File: src/rtl/wb_sender.sv
// Writeback output stage: in-order result FIFO presented to the writeback arbiter,
// with age-based priority promotion and rs1/rs2 bypass. Optional perf counters: WB_SENDER_STATS_EN.
module wb_sender #(
    parameter int DEPTH       = 2,
    parameter int STALL_LIMIT = 4
) (
    input  logic        clk,
    input  logic        rst,
    input  logic        ex_valid,
    output logic        ex_ready,
    input  logic [4:0]  ex_dst,
    input  logic [63:0] ex_result,
    input  logic [63:0] ex_pc,
    input  logic        ex_wb_en,
    input  logic        ex_hipri,
    output logic        wb_valid,
    input  logic        wb_ready,
    output logic [4:0]  wb_dst,
    output logic [63:0] wb_result,
    output logic [63:0] wb_pc,
    output logic        wb_wb_en,
    output logic        wb_hipri,
    input  logic [4:0]  fwd_rs1,
    output logic        fwd_rs1_hit,
    output logic [63:0] fwd_rs1_value,
    input  logic [4:0]  fwd_rs2,
    output logic        fwd_rs2_hit,
    output logic [63:0] fwd_rs2_value
`ifdef WB_SENDER_STATS_EN
    ,
    output logic [31:0] perf_stall_cnt,
    output logic [31:0] perf_promote_cnt
`endif
);

    localparam int PTR_W = $clog2(DEPTH);
    localparam int CNT_W = $clog2(DEPTH + 1);
    localparam logic [3:0] AGE_LIM = 4'(STALL_LIMIT);

    typedef struct packed {
        logic [4:0]  dst;
        logic [63:0] result;
        logic [63:0] pc;
        logic        wb_en;
        logic        hipri;
    } entry_t;

    entry_t             mem_q [DEPTH];
    entry_t             mem_d [DEPTH];
    logic [PTR_W-1:0]   head_q, head_d, tail_q, tail_d;
    logic [CNT_W-1:0]   count_q, count_d;
    logic [3:0]         age_q, age_d;
    entry_t             head_e;
    logic               push, pop, stalled;
    logic [PTR_W-1:0]   fwd_idx;

    assign head_e    = mem_q[head_q];
    assign wb_valid  = (count_q != '0);
    assign wb_dst    = head_e.dst;
    assign wb_result = head_e.result;
    assign wb_pc     = head_e.pc;
    assign wb_wb_en  = head_e.wb_en;
    assign wb_hipri  = wb_valid && head_e.wb_en && (head_e.hipri || (age_q >= AGE_LIM));
    assign pop       = wb_valid && wb_ready;
    assign stalled   = wb_valid && !wb_ready;
    // Full FIFO still accepts when the head leaves this same cycle.
    assign ex_ready  = (count_q < CNT_W'(DEPTH)) || pop;
    assign push      = ex_valid && ex_ready;

    always_comb begin
        mem_d   = mem_q;
        head_d  = head_q;
        tail_d  = tail_q;
        count_d = count_q;
        age_d   = age_q;
        if (push) begin
            mem_d[tail_q] = '{dst: ex_dst, result: ex_result, pc: ex_pc,
                              wb_en: ex_wb_en && (ex_dst != 5'd0), hipri: ex_hipri};
            tail_d = tail_q + PTR_W'(1);
        end
        if (pop) begin
            head_d = head_q + PTR_W'(1);
        end
        count_d = count_q + CNT_W'(push) - CNT_W'(pop);
        if (pop || !wb_valid) begin
            age_d = '0;
        end else if (age_q != 4'hf) begin
            age_d = age_q + 4'd1;
        end
    end

    // Walk oldest to youngest so the last match is the youngest entry.
    always_comb begin
        fwd_rs1_hit   = 1'b0;
        fwd_rs1_value = '0;
        fwd_rs2_hit   = 1'b0;
        fwd_rs2_value = '0;
        fwd_idx       = '0;
        for (int i = 0; i < DEPTH; i++) begin
            fwd_idx = head_q + PTR_W'(i);
            if (CNT_W'(i) < count_q && mem_q[fwd_idx].wb_en) begin
                if (fwd_rs1 != 5'd0 && mem_q[fwd_idx].dst == fwd_rs1) begin
                    fwd_rs1_hit   = 1'b1;
                    fwd_rs1_value = mem_q[fwd_idx].result;
                end
                if (fwd_rs2 != 5'd0 && mem_q[fwd_idx].dst == fwd_rs2) begin
                    fwd_rs2_hit   = 1'b1;
                    fwd_rs2_value = mem_q[fwd_idx].result;
                end
            end
        end
    end

    always_ff @(posedge clk) begin
        if (rst) begin
            mem_q   <= '{default: '0};
            head_q  <= '0;
            tail_q  <= '0;
            count_q <= '0;
            age_q   <= '0;
        end else begin
            mem_q   <= mem_d;
            head_q  <= head_d;
            tail_q  <= tail_d;
            count_q <= count_d;
            age_q   <= age_d;
        end
    end

`ifdef WB_SENDER_STATS_EN
    logic [31:0] stall_cnt_q, stall_cnt_d, promote_cnt_q, promote_cnt_d;

    always_comb begin
        stall_cnt_d   = stall_cnt_q;
        promote_cnt_d = promote_cnt_q;
        if (stalled && stall_cnt_q != '1) begin
            stall_cnt_d = stall_cnt_q + 32'd1;
        end
        // Age crosses the limit exactly once per head; self-hipri entries are not age promotions.
        if (stalled && head_e.wb_en && !head_e.hipri && age_q == AGE_LIM - 4'd1
            && promote_cnt_q != '1) begin
            promote_cnt_d = promote_cnt_q + 32'd1;
        end
    end

    always_ff @(posedge clk) begin
        if (rst) begin
            stall_cnt_q   <= '0;
            promote_cnt_q <= '0;
        end else begin
            stall_cnt_q   <= stall_cnt_d;
            promote_cnt_q <= promote_cnt_d;
        end
    end

    assign perf_stall_cnt   = stall_cnt_q;
    assign perf_promote_cnt = promote_cnt_q;
`else
    // No performance counters in this build.
`endif

endmodule

File: config.mk
export PLATFORM = sky130hd
export DESIGN_NAME = wb_sender
export DESIGN_NICKNAME = d
export VERILOG_FILES = /design/src/rtl/wb_sender.sv
export SDC_FILE = /design/constraint.sdc
export NUM_CORES = 1
export LEC_CHECK = 0
export ABC_CLOCK_PERIOD_IN_PS = 2600
export CORE_ASPECT_RATIO = 1.25
export CORE_MARGIN = 2
export CORE_UTILIZATION = 48
export DETAILED_ROUTE_END_ITERATION = 6
export PLACE_DENSITY = 0.83
export SLEW_MARGIN = 20
export SYNTH_ARGS = -nofsm -noshare
export SYNTH_HDL_FRONTEND = slang
export SYNTH_SLANG_ARGS = --single-unit
File: constraint.sdc
create_clock -name clk -period 2.6 [get_ports clk]
set_clock_uncertainty 0.15 [all_clocks]
set_input_delay 0.39 -clock clk [delete_from_list [all_inputs] [get_ports clk]]
set_output_delay 0.39 -clock clk [all_outputs]
set_load 0.01 [all_outputs]
-- Word-level counts from Yosys, hierarchy flattened
Cells that the tools add are included.
- flip-flop bits (word level): 278
- input bits: 149
- output and inout port bits: 267
- word-level logic and storage cells: 81
- add/sub/neg operators: 5
- $lt $le $gt $ge: 8
- equality and inequality tests: 5
- mux-type cells: 25
- bitwise operators: 3
- reduce and logical (&&, ||, !) cells: 21
- operators with widths (kind ; count):
    135-bit two-way mux ; 7
    64-bit two-way mux ; 8
    270-bit bitwise mux ; 1
    135-bit demux with 1-bit select ; 1
    5-bit == test ; 4
    5-bit nonzero test ; 3
    1-bit logical AND ; 12
    1-bit two-way mux ; 8
    2-bit greater-or-equal comparator, second input constant ; 3
    1-bit NOT with 2-bit output ; 3
    4-bit by 1-bit adder with 4-bit output, second input constant ; 1
    4-bit by 3-bit greater-or-equal comparator with 1-bit output, second input constant ; 1
    1-bit by 2-bit < comparator with 1-bit output, first input constant ; 2
    4-bit != test, second input constant ; 1
    1-bit logical OR ; 3
    1-bit adder, second input constant ; 2
    2-bit by 1-bit adder with 2-bit output ; 1
    2-bit by 1-bit < comparator with 1-bit output, second input constant ; 1
    2-bit < comparator, second input constant ; 1
    2-bit nonzero test ; 1
    2-bit OR reduction ; 1
    2-bit by 1-bit subtractor with 2-bit output ; 1
    1-bit zero test ; 1

-- Logic depth before layout (Yosys ltp)
- depth after elaboration: 10
- mapped depth: 9
- gate-level depth less buffers: 8

-- Worst setup path after synthesis
OpenSTA, ideal clock, no wires.
- path kind: input-to-output
- from: in fwd_rs1[1]
- to: out fwd_rs1_value[14]
- data arrival time: 1963 ps
- required time: 2060 ps
- setup slack: 97 ps
- stages: 7
- buffers on the path: 2
- cells stage by stage: or4_1 -> o211ai_1 -> nor4_1 -> nand3_1 -> buf_2 -> buf_4 -> mux2i_1
- longest elaborated chain between the ends: 6
- elaborated cells on any way between the ends: 9
- those cells by class: eq/ne: 2; mux: 4; reduce/logical: 3
- RTL lines (item ; RTL line ; text):
    start, declared ; 23 ; input logic [4:0] fwd_rs1,
    5-bit == test / 5-bit nonzero test (equally long branches) ; 102 ; if (fwd_rs1 != 5'd0 && mem_q[fwd_idx].dst == fwd_rs1) begin
    1-bit logical AND ; 102 ;
    64-bit two-way mux ; 102 ;
    64-bit two-way mux ; 101 ; if (CNT_W'(i) < count_q && mem_q[fwd_idx].wb_en) begin
    64-bit two-way mux ; 102 ;
    64-bit two-way mux (*) ; 101 ;
    end, declared ; 25 ; output logic [63:0] fwd_rs1_value,
Mark *: on every way between the ends. The rest lies on a longest branch, timed or not.

-- Worst setup path in the final report
- from: reg head_q
- to: out fwd_rs1_value[60]
- longest elaborated chain between the ends: 10
- elaborated cells on any way between the ends: 19
- those cells by class: add/sub: 1; eq/ne: 2; mux: 10; bitwise: 2; reduce/logical: 4
- RTL lines (item ; RTL line ; text):
    start, declared ; 50 ; logic [PTR_W-1:0] head_q, head_d, tail_q, tail_d;
    start signal, assigned ; 117 ; head_q <= '0;
    start signal, assigned ; 123 ; head_q <= head_d;
    1-bit NOT with 2-bit output (not written as such) ; 101, 102, 104 ;
    135-bit two-way mux (not written as such) (3 in a row) ; 104 ; fwd_rs1_value = mem_q[fwd_idx].result;
    5-bit == test ; 102 ;
    1-bit logical AND ; 102 ;
    64-bit two-way mux ; 102 ;
    64-bit two-way mux ; 101 ;
    64-bit two-way mux ; 102 ;
    64-bit two-way mux (*) ; 101 ;
Mark *: on every way between the ends. The rest lies on a longest branch, timed or not. The select of a mux whose other input is x is not followed.

==> results.py <==
metrics = {
    "timing": {
        "grt_setup_unrepaired": "yes",
        "fmax_mhz": 305,
        "worst_slack_ps": -683,
        "finalHoldViolCount": 0,
        "fin_setup_tns_ps": -89070,
        "period_share_pct": 126,
        "timing.hold.ws_ps": 278,
        "setup_viol": 234,
        "slew_headroom_pct": 52.6,
        "worst_pin_slew_ps": 711,
        "slew_viol_final": 0,
        "fin_crit_ps": 3280,
    },
    "setup_path": {
        "crit_path_cell_trace": "buf_6 > buf_6 > mux2i_4 > buf_6 > xnor2_1 > nor3_4 > buf_12 > buf_6 > clkbuf_16 > nand3_2 > mux2i_1 > buf_2",
        "crit_path_end_kind": "output pin",
        "critical_path_class": "reg -> out",
        "cp_num_buf_inv": 7,
        "crit_fanout": 8,
        "cp.arrival_ps": 2740,
        "slowest_delay_ps": 390,
        "cp-start-kind": "flop",
        "crit_top_cell": "buf_6",
        "path_delay_family": "buffers and inverters",
        "crit_slowest_cell": "dfxtp_4",
        "critPathRequiredTime_ps": 2060,
    },
    "logic_synthesis": {
        "synth.area.top_cells": "dfxtp_1 39%, nand2_1 14%, mux2i_1 14%, mux2_2 10%, a21oi_1 9.4%",
        "syn_nets": 1942,
        "avgSynthCellArea_sq_um": 8.04,
        "synth_edf_count": 0,
        "yosysMostFrequentCell": "nand2_1",
        "yosys.area.top_type": "dfxtp_1",
        "synth-seq-cells": 278,
        "async_flop_share_pct": 0,
        "ys_seq_area_share_pct": 38.7,
        "yosysWarningCount": 0,
        "synth_flop_cell": "dfxtp_1",
        "ys_types": 37,
        "yosys.area.top_type_share_pct": 38.7,
        "ys_top_cells_by_count": "545 x nand2_1, 278 x dfxtp_1, 271 x a21oi_1",
        "syn-cell-area_sq_um": 14400,
        "netlist_instances": 1790,
    },
    "cts": {
        "cts.root.buffer_cell": "clkbuf_16",
        "worstSkewPairLatency_ps": 530,
        "clk_pin_slew_worst_paths_ps": 60,
        "cts_buffers": 27,
        "cts_max_level": 1,
        "cts_sinks": 278,
        "cts_tree": "built",
        "cts-hold-fix-buffers": 0,
        "clk_path_buf_depth": 3,
    },
    "pwr": {
        "vdd_drop_max_v": 0.000631,
        "p_leak_nw": 11.1,
        "cellPowerDensity_nw_per_um2": 651,
        "power_mw": 14.6,
    },
    "detailed_routing": {
        "wire_per_inst_um": 22.2,
        "drc": 0,
        "first_pass_iters": 6,
        "drt_iter0_drc": 1282,
        "drtAntennaViolNets": 0,
        "via_per_inst": 5.91,
        "drt_wl_total_mm": 60.6,
        "via_count": 16110,
    },
    "placed_design": {
        "dp_hpwl_mm": 34.3,
        "placed_area_sq_um": 19900,
        "place.gp.congestion": 0.966,
        "dp_cells": 2591,
        "dp_slack_ps": -1060,
        "portBuffers": 415,
    },
    "floorplanning": {
        "dieArea_sq_um": 31400,
        "row_count": 70,
        "die_x_um": 159,
        "start_util_pct": 48.9,
        "fp.dieH_um": 198,
        "core_region_area_sq_um": 29400,
        "io_pins": 416,
    },
    "global_routing": {
        "grt_pass1_wl_mm": 81.7,
        "antenna_found_initial": 5,
        "grt_max_degree": 98,
        "overflow": 0,
        "grtUsageTotal_pct": 32.0,
        "first_global_vias": 15160,
    },
    "flow_run": {
        "maxCapViolCount": 0,
    },
    "min_path": {
        "hp-class": "in -> reg",
    },
    "cells_and_area": {
        "syn_to_final_growth_pct": 56.2,
        "drive_gt1_share_pct": 27.4,
        "nNetsFinal": 2459,
        "postLayoutCoreUtil_pct": 76.4,
        "design_area_sq_um": 22500,
        "instances_no_fill": 2725,
    },
    "run_status": {
        "violations": "setup timing",
        "status": "finished, violations left",
    },
}
## placed cells by master, fill, tap and decap left out, types with 4 or more instances in the layout
cell type          n
mux2_4            34
nor2_1            15
o211ai_1           4
clkbuf_1           5
buf_16             8
nand3_2           56
buf_8              8
clkinv_2           4
mux2_2            97
mux2i_4           10
buf_4            134
xnor2_1           13
xnor2_4            4
dfxtp_1          277
dlygate4sd2_1     16
mux2i_2            6
dlymetal6s2s_1   100
buf_2            127
nand3_4            5
nand2_1          543
nand3_1           55
nand4_1           16
buf_12            37
clkbuf_8           7
clkdlybuf4s50_1  165
mux2i_1          187
buf_6             25
a21oi_1          271
inv_1              6
clkbuf_16         47
## worst register-to-register path, delay by kind of cell (launching register included)
kind | cells | cell delay, ps
AND/OR/NAND/NOR | 3 | 550
adder cells (fa/ha/maj) | 2 | 450
XOR/XNOR | 2 | 300
flip-flops | 1 | 310
buffers and inverters | 2 | 200
## cell families after synthesis
kind of cell / share of synthesized area, %
AND/OR/NAND/NOR: 20.3
XOR/XNOR: 1.51
buffers and inverters: 5.00
multiplexers: 24.5
adder cells (fa/ha/maj): 0.261
flip-flops: 38.7
AO/OA/AOI/OAI: 9.83
## sequential cells by signal, summed over array words and instances (netlist names)
signal and flops:
mem_q 270, age_q 4, count_q 2, head_q 1, tail_q 1
## cell type report
class | count | area (sq um)
multi-input combinational | 1351 | 8900
fill | 1935 | 6940
timing repair buffer | 643 | 6580
sequential | 278 | 5570
clock buffer | 38 | 777
tap | 396 | 495
clock inverter | 10 | 135
inverter | 6 | 22.5
antenna | 3 | 7.51
## final timing paths
| kind | to | depth (start not counted) | start | slack [ps] |
|---|---|---|---|---|
| min | mem_q[149] | 3 | ex_pc[12] | 280 |
| max | fwd_rs1_value[60] | 12 | head_q | -680 |
| max reg2reg | count_q[1] | 9 | count_q[0] | 510 |
| min reg2reg | mem_q[195] | 2 | mem_q[195] | 300 |
## layer usage
metal | GRT usage, % | share of wire, %
met5 | 0 | 0.038
met4 | 17.9 | 6.7
met3 | 8.19 | 10
met2 | 57.0 | 49
met1 | 34.9 | 34
## where the power goes
group	total (mW)	internal, mW	switching [mW]
Clock	4.06	2.38	1.69
Combinational	5.75	2.86	2.89
Sequential	4.83	4.60	0.224
Total	14.6	9.84	4.80
## what timing repair did
action	4_1_cts	5_1_grt
endpoints found under the setup margin	263	263
gates cloned	8	24
pin swaps	8	25
buffers inserted	19	36
resized for setup	610	257
Note: power is estimated with default switching activity, not from simulation.
